--- src/rtl/coin_front_end.sv ---
// -----------------------------------------------------------------------------
// coin_front_end
//
// Conditions the two raw coin sensors ahead of the vending FSM. Each sensor is
// synchronised, debounced and edge-detected. Detected coins are queued in a
// small FIFO and issued one at a time as a single-cycle coin_type code:
// 00 none, 01 50 won, 10 100 won. At least GAP_CYCLES idle cycles separate
// two issued coins. A coin that finds no free slot is dropped and reported
// on reject/reject_type so the mechanism can return it.
//
// Ports
//   clk          system clock
//   rst          asynchronous, active-low reset
//   coin50_raw   raw 50-won sensor (asynchronous, may bounce)
//   coin100_raw  raw 100-won sensor (asynchronous, may bounce)
//   accept_en    downstream can take a coin this cycle
//   coin_type    issued coin code, registered, nonzero for one cycle per coin
//   reject       one-cycle pulse when a detected coin was dropped
//   reject_type  code of the dropped coin while reject=1, else 00
//   pending      current queue occupancy
// -----------------------------------------------------------------------------
module coin_front_end #(
  parameter int DEBOUNCE_CYCLES = 4,
  parameter int FIFO_DEPTH      = 4,
  parameter int GAP_CYCLES      = 1
) (
  input  logic                          clk,
  input  logic                          rst,
  input  logic                          coin50_raw,
  input  logic                          coin100_raw,
  input  logic                          accept_en,
  output logic [1:0]                    coin_type,
  output logic                          reject,
  output logic [1:0]                    reject_type,
  output logic [$clog2(FIFO_DEPTH):0]   pending
);

  localparam int PW = $clog2(FIFO_DEPTH);
  localparam int CW = PW + 1;
  localparam logic [3:0]    DEB_LAST = 4'(DEBOUNCE_CYCLES - 1);
  localparam logic [CW-1:0] DEPTH_C  = CW'(FIFO_DEPTH);
  localparam logic [2:0]    GAP_C    = 3'(GAP_CYCLES);

  // Channel index 0 is the 50-won sensor, index 1 the 100-won sensor.
  logic [1:0]    sync1;
  logic [1:0]    sync2;
  logic [1:0]    deb;
  logic [1:0]    deb_q;
  logic [3:0]    cnt [2];

  logic [1:0]    mem [FIFO_DEPTH];
  logic [PW-1:0] wr_ptr;
  logic [PW-1:0] rd_ptr;
  logic [CW-1:0] count;
  logic [2:0]    gap;

  logic [1:0]    evt;
  logic [CW-1:0] free_slots;
  logic          push50;
  logic          push100;
  logic          rej50;
  logic          rej100;
  logic          pop;

  // ---- Stage: two-flop synchroniser, debounce and level history ----
  always_ff @(posedge clk or negedge rst) begin
    if (!rst) begin
      sync1  <= 2'b00;
      sync2  <= 2'b00;
      deb    <= 2'b00;
      deb_q  <= 2'b00;
      cnt[0] <= 4'd0;
      cnt[1] <= 4'd0;
    end else begin
      sync1 <= {coin100_raw, coin50_raw};
      sync2 <= sync1;
      deb_q <= deb;
      for (int i = 0; i < 2; i++) begin
        if (sync2[i] == deb[i]) begin
          cnt[i] <= 4'd0;
        end else if (cnt[i] == DEB_LAST) begin
          deb[i] <= ~deb[i];
          cnt[i] <= 4'd0;
        end else begin
          cnt[i] <= cnt[i] + 4'd1;
        end
      end
    end
  end

  // ---- Stage: coin detection and enqueue/issue decisions ----
  // Free space is taken from the occupancy before any pop this cycle, so a
  // coin arriving while the queue is full is dropped even if the head leaves.
  always_comb begin
    evt        = deb & ~deb_q;
    free_slots = DEPTH_C - count;
    push50     = evt[0] && (free_slots != '0);
    // When both channels fire, the 50-won coin takes the first free slot.
    push100    = evt[1] && (evt[0] ? (free_slots >= CW'(2)) : (free_slots != '0));
    rej50      = evt[0] && !push50;
    rej100     = evt[1] && !push100;
    pop        = (count != '0) && accept_en && (gap == 3'd0);
  end

  // Queue storage carries data only; occupancy and pointers guard every read.
  always_ff @(posedge clk) begin
    if (push50) begin
      mem[wr_ptr] <= 2'b01;
    end
    if (push100) begin
      mem[wr_ptr + PW'(push50)] <= 2'b10;
    end
  end

  // ---- Stage: queue control, issue spacing and registered outputs ----
  always_ff @(posedge clk or negedge rst) begin
    if (!rst) begin
      wr_ptr      <= '0;
      rd_ptr      <= '0;
      count       <= '0;
      gap         <= 3'd0;
      coin_type   <= 2'b00;
      reject      <= 1'b0;
      reject_type <= 2'b00;
    end else begin
      wr_ptr <= wr_ptr + PW'(push50) + PW'(push100);
      rd_ptr <= rd_ptr + PW'(pop);
      count  <= count + CW'(push50) + CW'(push100) - CW'(pop);

      if (pop) begin
        gap <= GAP_C;
      end else if (gap != 3'd0) begin
        gap <= gap - 3'd1;
      end

      coin_type <= pop ? mem[rd_ptr] : 2'b00;

      // A double drop is a single pulse reporting the 100-won code.
      reject      <= rej50 | rej100;
      reject_type <= rej100 ? 2'b10 : (rej50 ? 2'b01 : 2'b00);
    end
  end

  assign pending = count;

endmodule

--- config.mk ---
export PLATFORM = sky130hd
export DESIGN_NAME = coin_front_end
export DESIGN_NICKNAME = d
export VERILOG_FILES = /design/src/rtl/coin_front_end.sv
export SDC_FILE = /design/constraint.sdc
export NUM_CORES = 1
export LEC_CHECK = 0
export ABC_AREA = 1
export CORE_MARGIN = 2
export CORE_UTILIZATION = 49
export CTS_BUF_LIST = sky130_fd_sc_hd__clkbuf_8
export DETAILED_ROUTE_END_ITERATION = 16
export PLACE_DENSITY = 0.76
export SLEW_MARGIN = 20
export SYNTH_ARGS = -nofsm -noshare
export SYNTH_HDL_FRONTEND = slang
export SYNTH_SLANG_ARGS = --single-unit
--- constraint.sdc ---
create_clock -name clk -period 3.85 [get_ports clk]
set_clock_uncertainty 0.1 [all_clocks]
set_input_delay 0.9625 -clock clk [delete_from_list [all_inputs] [get_ports clk]]
set_output_delay 0.9625 -clock clk [all_outputs]
set_load 0.01 [all_outputs]
# Word-level counts from Yosys, hierarchy flattened
# Memories as Yosys holds them, arrays and structs flattened.
# Cells that the tools add are included.
[word_totals]
mem_count = 1
ram_bits = 8
wordCells = 66
in_bits = 5
ff_bits = 31
[classes]
muxes = 14
n_bitwise = 7
reduce_logical = 15
eq_ne = 4
magnitude_cmp = 1
n_addsub = 10
[memory_table]
columns = ["memory", "words", "width", "rd", "rd_clocked_by_memory_dff", "write_ports", "line_no", "rtl"]
rows = [
  ["mem", 4, 2, 1, 0, 2, "51", "logic [1:0] mem [FIFO_DEPTH];"],
]
[op_table]
columns = ["operator", "count"]
rows = [
  ["2-to-1 mux 4 bit", 4],
  ["nonzero test 3 bit", 3],
  ["adder 4 x 1 -> 4 bit, second input constant", 2],
  ["equality test 4 x 2 -> 1 bit, second input constant", 2],
  ["adder 2 x 1 -> 2 bit", 3],
  ["adder 3 x 1 -> 3 bit", 2],
  ["logical AND 1 bit", 6],
  ["2-to-1 mux 1 bit", 6],
  ["2-to-1 mux 3 bit", 2],
  ["2-to-1 mux 2 bit", 2],
  ["NOT 1 bit", 4],
  ["AND reduction 2 bit", 2],
  [">= comparator 3 x 2 -> 1 bit, second input constant", 1],
  ["logical NOT 3 bit", 1],
  ["subtractor 3 x 1 -> 3 bit", 1],
  ["subtractor 3 x 1 -> 3 bit, second input constant", 1],
  ["subtractor 3 bit, first input constant", 1],
  ["AND 2 bit", 1],
  ["equality test 1 bit", 2],
  ["logical NOT 1 bit", 2],
  ["NOT 2 bit", 1],
  ["nonzero test 2 bit", 1],
  ["bitwise OR 1 bit", 1],
]

# Logic depth before layout (Yosys ltp)
# Gate-level depths: netlist of run 1.
[logic_depth]
depth_word = 7
depth_mapped = 12
mapped_depth_nobuf = 12

# Worst setup path after synthesis of run 1
# OpenSTA, ideal clock, no wires.
[synth_timing]
path_type = "register to register"
start = "reg count[1] (netlist: pending[1])"
end = "reg count[2] (netlist: pending[2])"
required_time_ns = 3.621
t_arrival_ns = 2.513
path_stages_with_launch = 12
synth_period_minus_slack_ns = 2.742
path_slack_ns = 1.108
setup_ns = 0.129
path_cell_list = "dfrtp_1 -> inv_1 -> ha_1 -> ha_1 -> nor2_4 -> inv_1 -> ha_1 -> inv_1 -> fa_1 -> fa_1 -> xnor2_1 -> xor2_1"
[synth_between]
elab_chain_len = 6
elab_cells_between_ends = 12
[synth_lines]
columns = ["item", "line_no", "rtl"]
rows = [
  ["start: declaration", "54", "logic [CW-1:0] count;"],
  ["start signal: assignment", "128", "count <= count + CW'(push50) + CW'(push100) - CW'(pop);"],
  ["subtractor 3 bit", "96", "free_slots = DEPTH_C - count;"],
  ["nonzero test 3 bit or >= comparator 3 x 2 -> 1 bit (tied branches)", "97, 99", ""],
  ["logical AND 1 bit or 2-to-1 mux 1 bit (tied branches)", "97, 99", ""],
  ["adder 3 x 1 -> 3 bit or logical AND 1 bit (tied branches)", "128, 99", ""],
  ["adder 3 x 1 -> 3 bit", "128", ""],
  ["subtractor 3 x 1 -> 3 bit (*)", "128", ""],
]
# Mark *: on every way between the ends. The rest lies on a longest branch, timed or not.
# A chain may end at the register's enable or synchronous reset.

# Worst setup path after layout of run 1
[layout_timing]
start = "in accept_en"
end = "reg count[2] (netlist: pending[2])"
[layout_between]
elab_chain_len = 3
[layout_lines]
columns = ["item", "line_no", "rtl"]
rows = [
  ["start: declaration", "31", "input logic accept_en,"],
  ["logical AND 1 bit (2 in a row)", "102", "pop = (count != '0) && accept_en && (gap == 3'd0);"],
  ["subtractor 3 x 1 -> 3 bit", "128", ""],
]
# No other way between the ends.

==> results of run 1 <==
-- sequential cells by signal, indices dropped and copies added (netlist names) --
signal / cells
reject_type: 2
wr_ptr: 2
rd_ptr: 2
sync1: 2
reject: 1
coin_type: 2
deb: 2
pending: 3
cnt: 8
sync2: 2
deb_q: 2
gap: 3
mem: 8
-- worst reg2reg max path, delay by kind of cell, from the launching register on --
kind | cells | cell delay, ns
and+or+nand+nor | 1 | 0.25
DFF | 1 | 0.42
xor gates and xnor gates | 2 | 0.35
buffers and inverters | 3 | 0.24
adders and majority gates | 5 | 1.50
-- metal layers --
layer	share of wire, %	global-route usage (%)
met1	42	18.7
met2	50	28.9
met3	4.3	4.32
met4	3.2	10.6
met5	0	0
-- through the flow --
stage / util [%] / setup slack [ns]
6_report: 59.3 / 0.893
5_1_grt: 59.3 / 0.754
4_1_cts: 59.3 / 0.861
3_5_place_dp: 56.5 / 0.544
3_3_place_gp: 56.5 / 0.654
2_1_floorplan: - / 1.11
-- cell usage in the layout, fill, tap and decap left out, types with 2 or more instances in the layout --
cell type	Yosys	routed
o21ai_0	8	8
nand2_1	17	17
clkbuf_8	0	6
xnor2_1	4	4
clkinv_2	1	2
nand3_1	7	7
ha_1	12	12
clkdlybuf4s50_1	0	12
fa_1	2	2
xor2_1	6	6
o21ai_1	4	4
inv_1	24	25
dfxtp_1	8	8
nor2_1	31	31
a21oi_1	4	4
a31oi_1	4	4
dfrtp_1	31	31
and2_1	2	2
o22ai_1	2	2
-- area by class of cell --
cell class	instances	area share, %
clock inverter	2	0.443
multi-input combinational	107	33.7
timing repair buffer	13	6.45
clock buffer	6	4.17
sequential	39	47.3
inverter	26	5.00
tap	46	2.91
-- how the worst min path moves through the flow --
stage                     cells past startpoint               start            endpoint
after floorplan                               0  sync1[0]$_DFF_PN0_  sync2[0]$_DFF_PN0_
after global placement                        0  sync1[0]$_DFF_PN0_  sync2[0]$_DFF_PN0_
after detailed placement                      0  sync1[1]$_DFF_PN0_  sync2[1]$_DFF_PN0_
after CTS                                     0  sync1[1]$_DFF_PN0_  sync2[1]$_DFF_PN0_
after global routing                          0  sync1[1]$_DFF_PN0_  sync2[1]$_DFF_PN0_
final                                         0  sync1[1]$_DFF_PN0_  sync2[1]$_DFF_PN0_
-- power by group through the flow --
stage / Combinational, mW / Clock (mW) / Sequential (mW)
6_report: 0.708 / 0.277 / 0.700
5_1_grt: 0.822 / 0.305 / 0.723
4_1_cts: 0.720 / 0.286 / 0.700
3_5_place_dp: 0.713 / 0 / 0.706
3_3_place_gp: 0.671 / 0 / 0.698
2_1_floorplan: 0.511 / 0 / 0.692
-- cells by family after synthesis --
group,count (synthesis),synth area share (%)
AO/OA/AOI/OAI,22,6.91
XOR/XNOR,11,6.10
adder cells (fa/ha/maj),14,11.2
buffers and inverters,26,5.81
flip-flops,39,55.0
AND/OR/NAND/NOR,60,15.0
==> impl_metrics.env, run 1 <==
export IMPL_grt_pass1_vias=1223
export IMPL_power_density_nw_per_um2=852
export IMPL_port_buffers=12
export IMPL_synth_edf_count=0
export IMPL_clock_path_buffers=2
export IMPL_worstPathRequired_ns=3.97
export IMPL_tightest_slew_ns=0.397
export IMPL_fin_area_um2=1980
export IMPL_pwr_share_comb_pct=42.0
export IMPL_holdWs_ns=0.261
export IMPL_start_util_pct=51.0
export IMPL_status="finished clean"
export IMPL_numCtsBuffers=5
export IMPL_grt_total_usage_pct=16.9
export IMPL_yosysTopAreaCell="dfrtp_1"
export IMPL_path_common_cell="inv_1"
export IMPL_critPathKind="in -> reg"
export IMPL_hp_class="reg -> reg"
export IMPL_synth_cells=172
export IMPL_r2r_start="pending[1]$_DFF_PN0_"
export IMPL_cpMaxStageDelayCell="clkdlybuf4s50_1"
export IMPL_seq_area_frac_synth_pct=55.0
export IMPL_synth_common_cells="31 x dfrtp_1, 31 x nor2_1, 24 x inv_1, 17 x nand2_1, 12 x ha_1"
export IMPL_ys_flop_type="dfrtp_1"
export IMPL_antenna_cells=0
export IMPL_clock_latency_ns=0.29
export IMPL_synth_cell_types=22
export IMPL_finalPower_mw=1.69
export IMPL_fillers=304
export IMPL_routed_wl_um=2840
export IMPL_critPathLaunchType="primary input"
export IMPL_hold_viol=0
export IMPL_fmax_mhz=338
export IMPL_leakage_nw=0.989
export IMPL_async_flop_share_pct=79.5
export IMPL_antenna_found_initial=0
export IMPL_core_area_um2=3340
export IMPL_dr_pass1_iters=4
export IMPL_drtAntennaViolNets=0
export IMPL_h_tree_depth=2
export IMPL_drv_cap=0
export IMPL_fin_cells=239
export IMPL_worstPathMaxFanout=3
export IMPL_ios=13
export IMPL_syn_to_final_growth_pct=16.3
export IMPL_period_share_pct=76.8
export IMPL_startpoint="accept_en"
export IMPL_die_h_um=62.9
export IMPL_syn_num_nets=191
export IMPL_postCtsSetupBuffers=0
export IMPL_die_w_um=62.9
export IMPL_place_area_um2=1890
export IMPL_seq_area_um2=936
export IMPL_end_kind="register"
export IMPL_finalMaxSlewViolations=0
export IMPL_drt_iter0_markers=42
export IMPL_peakVddDrop_uv=550
export IMPL_setup_viol=0
export IMPL_r2r_slack_ns=0.93
export IMPL_yosys_warnings=0
export IMPL_cts_hold_buf=0
export IMPL_synth_top_area_share_pct=45.6
export IMPL_multiInputGateArea_um2=667
export IMPL_nets=211
export IMPL_clkSlewWorstSetupHoldPaths_ns=0.07
export IMPL_maxSlewHeadroom_pct=73.3
export IMPL_gp_congestion=0.814
export IMPL_timing_critical_path_to="pending[2]$_DFF_PN0_"
export IMPL_swShare_pct=39.0
export IMPL_vias_per_cell=4.93
export IMPL_drive_gt1_share_pct=7.25
export IMPL_die_area_um2=3960
export IMPL_switching_power_uw=658
export IMPL_crit_buf_inv=4
export IMPL_rows=21
export IMPL_yosys_top_cells_area="dfrtp_1 46%, dfxtp_1 9.4%, ha_1 8.8%"
export IMPL_seqPwrFrac_pct=41.5
export IMPL_crit_family="adder cells"
export IMPL_r2r_end="pending[2]$_DFF_PN0_"
export IMPL_r2r_cells=11
export IMPL_vias=1178
export IMPL_fin_tns_setup_ns=0
export IMPL_wl_per_cell_um=11.9
export IMPL_clock_sinks=39
export IMPL_p_int_mw=1.03
export IMPL_ys_ff_latch=39
export IMPL_grt_overflow=0
export IMPL_clock_power_share_pct=16.4
export IMPL_finalCriticalPeriod_ns=2.96
export IMPL_crit_arrival_ns=3.07
export IMPL_place_inst=231
export IMPL_cts_resized=0
export IMPL_syn_avg_cell_area_um2=9.89
export IMPL_cts_tree="built"
export IMPL_grt_max_degree=32
export IMPL_cts_root_buffer="clkbuf_8"
export IMPL_grt_setup_unrepaired="false"
export IMPL_drc_errors=0
export IMPL_max_stage_delay_ns=0.40
export IMPL_dpl_hpwl_um=2110
export IMPL_critical_path_cell_chain="clkdlybuf4s50_1 -> inv_1 -> nor2_1 -> nand2_1 -> inv_1 -> ha_1 -> inv_1 -> fa_1 -> fa_1 -> xnor2_1 -> xor2_1"
export IMPL_grt_pass1_wl_um=5080
export IMPL_critical_path_depth=11
export IMPL_synth_cell_area_um2=1700
Power figures use the tool's default switching activity.
==> run 2: changes to the inputs <==
==> constraint.sdc (replaced) <==
create_clock -name clk -period 3.1 [get_ports clk]
set_clock_uncertainty 0.1 [all_clocks]
set_input_delay 0.775 -clock clk [delete_from_list [all_inputs] [get_ports clk]]
set_output_delay 0.775 -clock clk [all_outputs]
set_load 0.01 [all_outputs]
==> impl_metrics.env, run 2 (synthesis results as in run 1) <==
export IMPL_rows=21
export IMPL_cts_resized=0
export IMPL_finalPower_mw=2.11
export IMPL_grt_pass1_vias=1193
export IMPL_startpoint="pending[1]$_DFF_PN0_"
export IMPL_clock_sinks=39
export IMPL_grt_setup_unrepaired="false"
export IMPL_die_h_um=62.9
export IMPL_finalWorstSetupSlack_ns=0.320
export IMPL_switching_power_uw=834
export IMPL_critical_path_cell_chain="inv_1 -> ha_1 -> ha_1 -> inv_1 -> nor2_1 -> nand3_1 -> nand3_2 -> inv_1 -> fa_1 -> fa_1 -> xnor2_1 -> xor2_1"
export IMPL_path_common_cell="inv_1"
export IMPL_r2r_cells=12
export IMPL_worstPathMaxFanout=4
export IMPL_die_w_um=62.9
export IMPL_drtAntennaViolNets=0
export IMPL_start_util_pct=51.0
export IMPL_vias_per_cell=4.85
export IMPL_cts_hold_buf=0
export IMPL_p_int_mw=1.28
export IMPL_cpMaxStageDelayCell="dfrtp_1"
export IMPL_clock_path_buffers=2
export IMPL_dr_pass1_iters=4
export IMPL_power_density_nw_per_um2=1060
export IMPL_critical_path_depth=12
export IMPL_die_area_um2=3960
export IMPL_leakage_nw=0.987
export IMPL_clkSlewWorstSetupHoldPaths_ns=0.08
export IMPL_r2r_slack_ns=0.32
export IMPL_core_area_um2=3340
export IMPL_pwr_share_comb_pct=42.6
export IMPL_critPathLaunchType="register"
export IMPL_dpl_hpwl_um=2080
export IMPL_seqPwrFrac_pct=41.6
export IMPL_setup_viol=0
export IMPL_r2r_end="pending[2]$_DFF_PN0_"
export IMPL_peakVddDrop_uv=636
export IMPL_max_stage_delay_ns=0.42
export IMPL_cts_root_buffer="clkbuf_8"
export IMPL_end_kind="register"
export IMPL_crit_family="adder cells"
export IMPL_numCtsBuffers=5
export IMPL_nets=213
export IMPL_min_from="sync1[1]$_DFF_PN0_"
export IMPL_finalCriticalPeriod_ns=2.78
export IMPL_post_place_ws_ns=-0.00310
export IMPL_swShare_pct=39.5
export IMPL_hp_class="reg -> reg"
export IMPL_drive_gt1_share_pct=8.72
export IMPL_crit_arrival_ns=2.90
export IMPL_drc_errors=0
export IMPL_period_share_pct=89.7
export IMPL_ios=13
export IMPL_hold_viol=0
export IMPL_maxSlewHeadroom_pct=73.7
export IMPL_crit_buf_inv=3
export IMPL_grt_max_degree=32
export IMPL_drv_cap=0
export IMPL_r2r_start="pending[1]$_DFF_PN0_"
export IMPL_finalMaxSlewViolations=0
export IMPL_gp_congestion=0.824
export IMPL_wl_per_cell_um=11.5
export IMPL_fillers=300
export IMPL_routed_wl_um=2780
export IMPL_antenna_found_initial=0
export IMPL_clock_power_share_pct=15.9
export IMPL_antenna_cells=0
export IMPL_mostFrequentLayoutCells="31 x nor2_1, 31 x dfrtp_1, 24 x inv_1"
export IMPL_h_tree_depth=2
export IMPL_drt_iter0_markers=59
export IMPL_postCtsSetupBuffers=0
export IMPL_grt_overflow=0
export IMPL_critPathKind="reg -> reg"
export IMPL_largest_registers="cnt: 8 flops, mem: 8 flops"
export IMPL_tightest_slew_ns=0.391
export IMPL_grt_pass1_wl_um=5020
export IMPL_grt_total_usage_pct=16.7
export IMPL_syn_to_final_growth_pct=17.0
export IMPL_status="finished clean"
export IMPL_fmax_mhz=360
export IMPL_vias=1168
export IMPL_clock_latency_ns=0.29
export IMPL_timing_critical_path_to="pending[2]$_DFF_PN0_"
export IMPL_cts_tree="built"
export IMPL_port_buffers=12
export IMPL_worstPathRequired_ns=3.22
run 2: changes by cell type in the layout (fill, tap and decap cells not counted):
cell	delta
buf_4	+2
clkinvlp_4	+2
clkbuf_8	-1
inv_1	-1
run 2: worst register-to-register path, stage by stage, from the launching register on:
cell	delay [ns]
dfrtp_1	0.42
inv_1	0.11
ha_1	0.22
ha_1	0.28
inv_1	0.03
nor2_1	0.10
nand3_1	0.12
nand3_2	0.10
inv_1	0.08
fa_1	0.42
fa_1	0.39
xnor2_1	0.19
xor2_1	0.16
run 2: area by class of cell:
class	instances	area [µm²]	area share [%]
Clock buffer	5	68.8	3.46
Clock inverter	3	20.0	1.01
Inverter	26	98.8	4.97
Multi-Input combinational cell	107	667	33.5
Sequential cell	39	936	47.0
Tap cell	46	57.6	2.89
Timing Repair Buffer	15	143	7.17
run 2: layer usage:
metal / vias to the layer above / wire, µm / GRT usage [%]
met4: 0 / 48 / 8.33
met2: 16 / 1380 / 27.9
met1: 559 / 1240 / 18.8
met3: 5 / 100 / 5.95
met5: - / 0 / 0
li1: 588 / - / -
run 2: worst min path at each step:
stage,slack [ns],end,cells past startpoint
after floorplan,0.23,sync2[0]$_DFF_PN0_,0
after global placement,0.23,sync2[0]$_DFF_PN0_,0
after detailed placement,0.25,sync2[0]$_DFF_PN0_,0
after CTS,0.26,sync2[1]$_DFF_PN0_,0
after global routing,0.28,sync2[1]$_DFF_PN0_,0
final,0.26,sync2[1]$_DFF_PN0_,0
run 2: through the flow:
step	TNS (ns)	hold WS, ns	instances	utilization (%)	cell area, µm²
after floorplan	0	0.231	172	-	1700
after CTS	0	0.263	241	59.7	1990
after global routing	0	0.282	241	59.7	1990
final	0	0.256	241	59.7	1990
after global placement	0	0.234	233	57.0	1900
after detailed placement	-0.00310	0.246	233	57.0	1900
run 2: power by group through the flow:
| stage | clock network (mW) | logic [mW] | registers (mW) |
|---|---|---|---|
| 2_1_floorplan | 0 | 0.635 | 0.859 |
| 3_3_place_gp | 0 | 0.855 | 0.868 |
| 3_5_place_dp | 0 | 0.902 | 0.882 |
| 4_1_cts | 0.349 | 0.914 | 0.875 |
| 5_1_grt | 0.371 | 1.05 | 0.905 |
| 6_report | 0.335 | 0.898 | 0.877 |
==> run 3: changes to the inputs <==
--- a/config.mk
+++ b/config.mk
@@ -11,7 +11,6 @@
 export CTS_BUF_LIST = sky130_fd_sc_hd__clkbuf_8
 export DETAILED_ROUTE_END_ITERATION = 16
 export PLACE_DENSITY = 0.76
-export SLEW_MARGIN = 20
 export SYNTH_ARGS = -nofsm -noshare
 export SYNTH_HDL_FRONTEND = slang
 export SYNTH_SLANG_ARGS = --single-unit
==> results of run 3 <==
Same layout as run 2: the final DEF is identical, and so are final timing and power.
==> edit: new RTL, flow settings as in run 3 <==
Make the reset (`rst`) synchronous in 2 clocked blocks. Comments in the files are not updated.
--- a/src/rtl/coin_front_end.sv
+++ b/src/rtl/coin_front_end.sv
@@ -63,7 +63,7 @@
   logic          pop;
 
   // ---- Stage: two-flop synchroniser, debounce and level history ----
-  always_ff @(posedge clk or negedge rst) begin
+  always_ff @(posedge clk) begin
     if (!rst) begin
       sync1  <= 2'b00;
       sync2  <= 2'b00;
@@ -113,7 +113,7 @@
   end
 
   // ---- Stage: queue control, issue spacing and registered outputs ----
-  always_ff @(posedge clk or negedge rst) begin
+  always_ff @(posedge clk) begin
     if (!rst) begin
       wr_ptr      <= '0;
       rd_ptr      <= '0;
Formal check against the unedited RTL: differs if rst is asserted again (counterexample within 10 cycles, from zero or initial values and one cycle with rst low); with rst held inactive, the same outputs for 10 cycles.
==> edit against run 3 <==
  * Critical path type unchanged
  * Sequential cell count unchanged
  * Largest cell class unchanged
  * Wire length grew 2.2%
  * Cell area increased by 3.8%
  * Area after synthesis increased by 4.9%
  * Setup slack better by 85 ps
  * Highest routed layer unchanged
Power is not compared: it rests on default switching activity, and its combinational part moved more than twofold at a synthesized area within 25%.
==> edit: results (changes against run 3) <==
metric	value	unit	change
drc	0		unchanged
cts_htree_levels	2		unchanged
drv_cap	0		unchanged
synth_area_leaders	dfxtp_1 35%, edfxtp_1 13%, ha_1 8.4%		
drt-wirelength-per-cell	10.1	um	-13%
hold_slack	316	ps	+59.9 ps
arrival	2780	ps	-120 ps
grt_pass1_wl	5.14	mm	+2.3%
drt_iter0_markers	63		+6.8%
r2r-end	pending[2]		
ys.flop_type	dfxtp_1		
holdPathEnd	sync2[1]		
nets	254		+19%
r2r_start	pending[1]		
r2r_slack	400	ps	+80 ps
synth_edf_count	8		+8
vias	1313		+12%
async_reset_ff_frac	0		-0.795
first_pass_iters	4		unchanged
grt_pass1_vias	1228		+2.9%
gp_congestion	0.835		+1.3%
synth_cell_types	25		+14%
ys_top_cells_by_count	40 x inv_1, 31 x dfxtp_1, 28 x nand2_1, 28 x nor2_1, 13 x a21oi_1		
dpl.hpwl	2.17	mm	+4.2%
grt_max_degree	12		-63%
status	completed		
hold_depth	2		+2
clockRootBuffer	clkbuf_8		
grt_usage	0.165		-0.00238
crit_fanout	8		+4
n_fill_cell	317		+5.7%
cpPeakStageDelay	390	ps	-30 ps
synth_seq_area_share	0.482		-0.0675
min-delay-start	sync1[1]		
critPathSlowestCell	dfxtp_1		
-- edit: final cells by class --
type	count	area (um2)	area share
Tap cell	46	57.6	0.0279
Sequential cell	39	861	0.417
Multi-Input combinational cell	136	790	0.382
Clock inverter	3	11.3	0.00545
Clock buffer	5	68.8	0.0333
Inverter	40	150	0.0727
Timing Repair Buffer	13	128	0.0618
-- edit: kinds of logic (layout without fill, tap and decap cells) --
family                   after synthesis  in the layout  share of synthesized area
flip-flops                            39             39                      0.482
other                                  1              8                    0.00210
buffers and inverters                 42             61                     0.0898
adder cells (fa/ha/maj)               14             14                      0.107
AND/OR/NAND/NOR                       73             73                      0.184
XOR/XNOR                               6              6                     0.0337
AO/OA/AOI/OAI                         35             35                      0.101
-- edit: power by group through the flow --
stage                     clock (uW)  sequential, uW  combinational, uW
after floorplan                    0             654                286
after global placement             0             659                378
after CTS                        330             647                401
final                            318             647                393
after detailed placement           0             658                397
after global routing             350             659                457
-- edit: how the worst max path moves through the flow --
stage	endpoint	cells after the start	startpoint	slack [ps]
after CTS	pending[2]	12	pending[1]	380
final	pending[2]	12	pending[1]	400
after detailed placement	pending[2]	11	accept_en	160
after global placement	pending[2]	11	accept_en	210
after floorplan	pending[2]	12	pending[1]	500
after global routing	pending[2]	12	pending[1]	200
-- edit: worst min-delay path, stage by stage, from the launching register on --
cell	delay, ps
dfxtp_1	310
nand2_1	40
inv_1	40
-- edit: metrics by stage --
step	setup slack, ps	instance area, um2	utilization	instances
6_report	404	2070	0.605	282
5_1_grt	204	2070	0.605	282
4_1_cts	381	2070	0.605	282
3_5_place_dp	159	1990	0.581	274
3_3_place_gp	215	1990	0.581	274
2_1_floorplan	498	1810	-	217
-- edit: metal layers --
layer  track usage  up-vias  share of wire
li1              -      698              -
met1         0.199      588           0.48
met2         0.253       18           0.45
met3        0.0599        9          0.048
met4        0.0931        0          0.027
met5             0        -              0
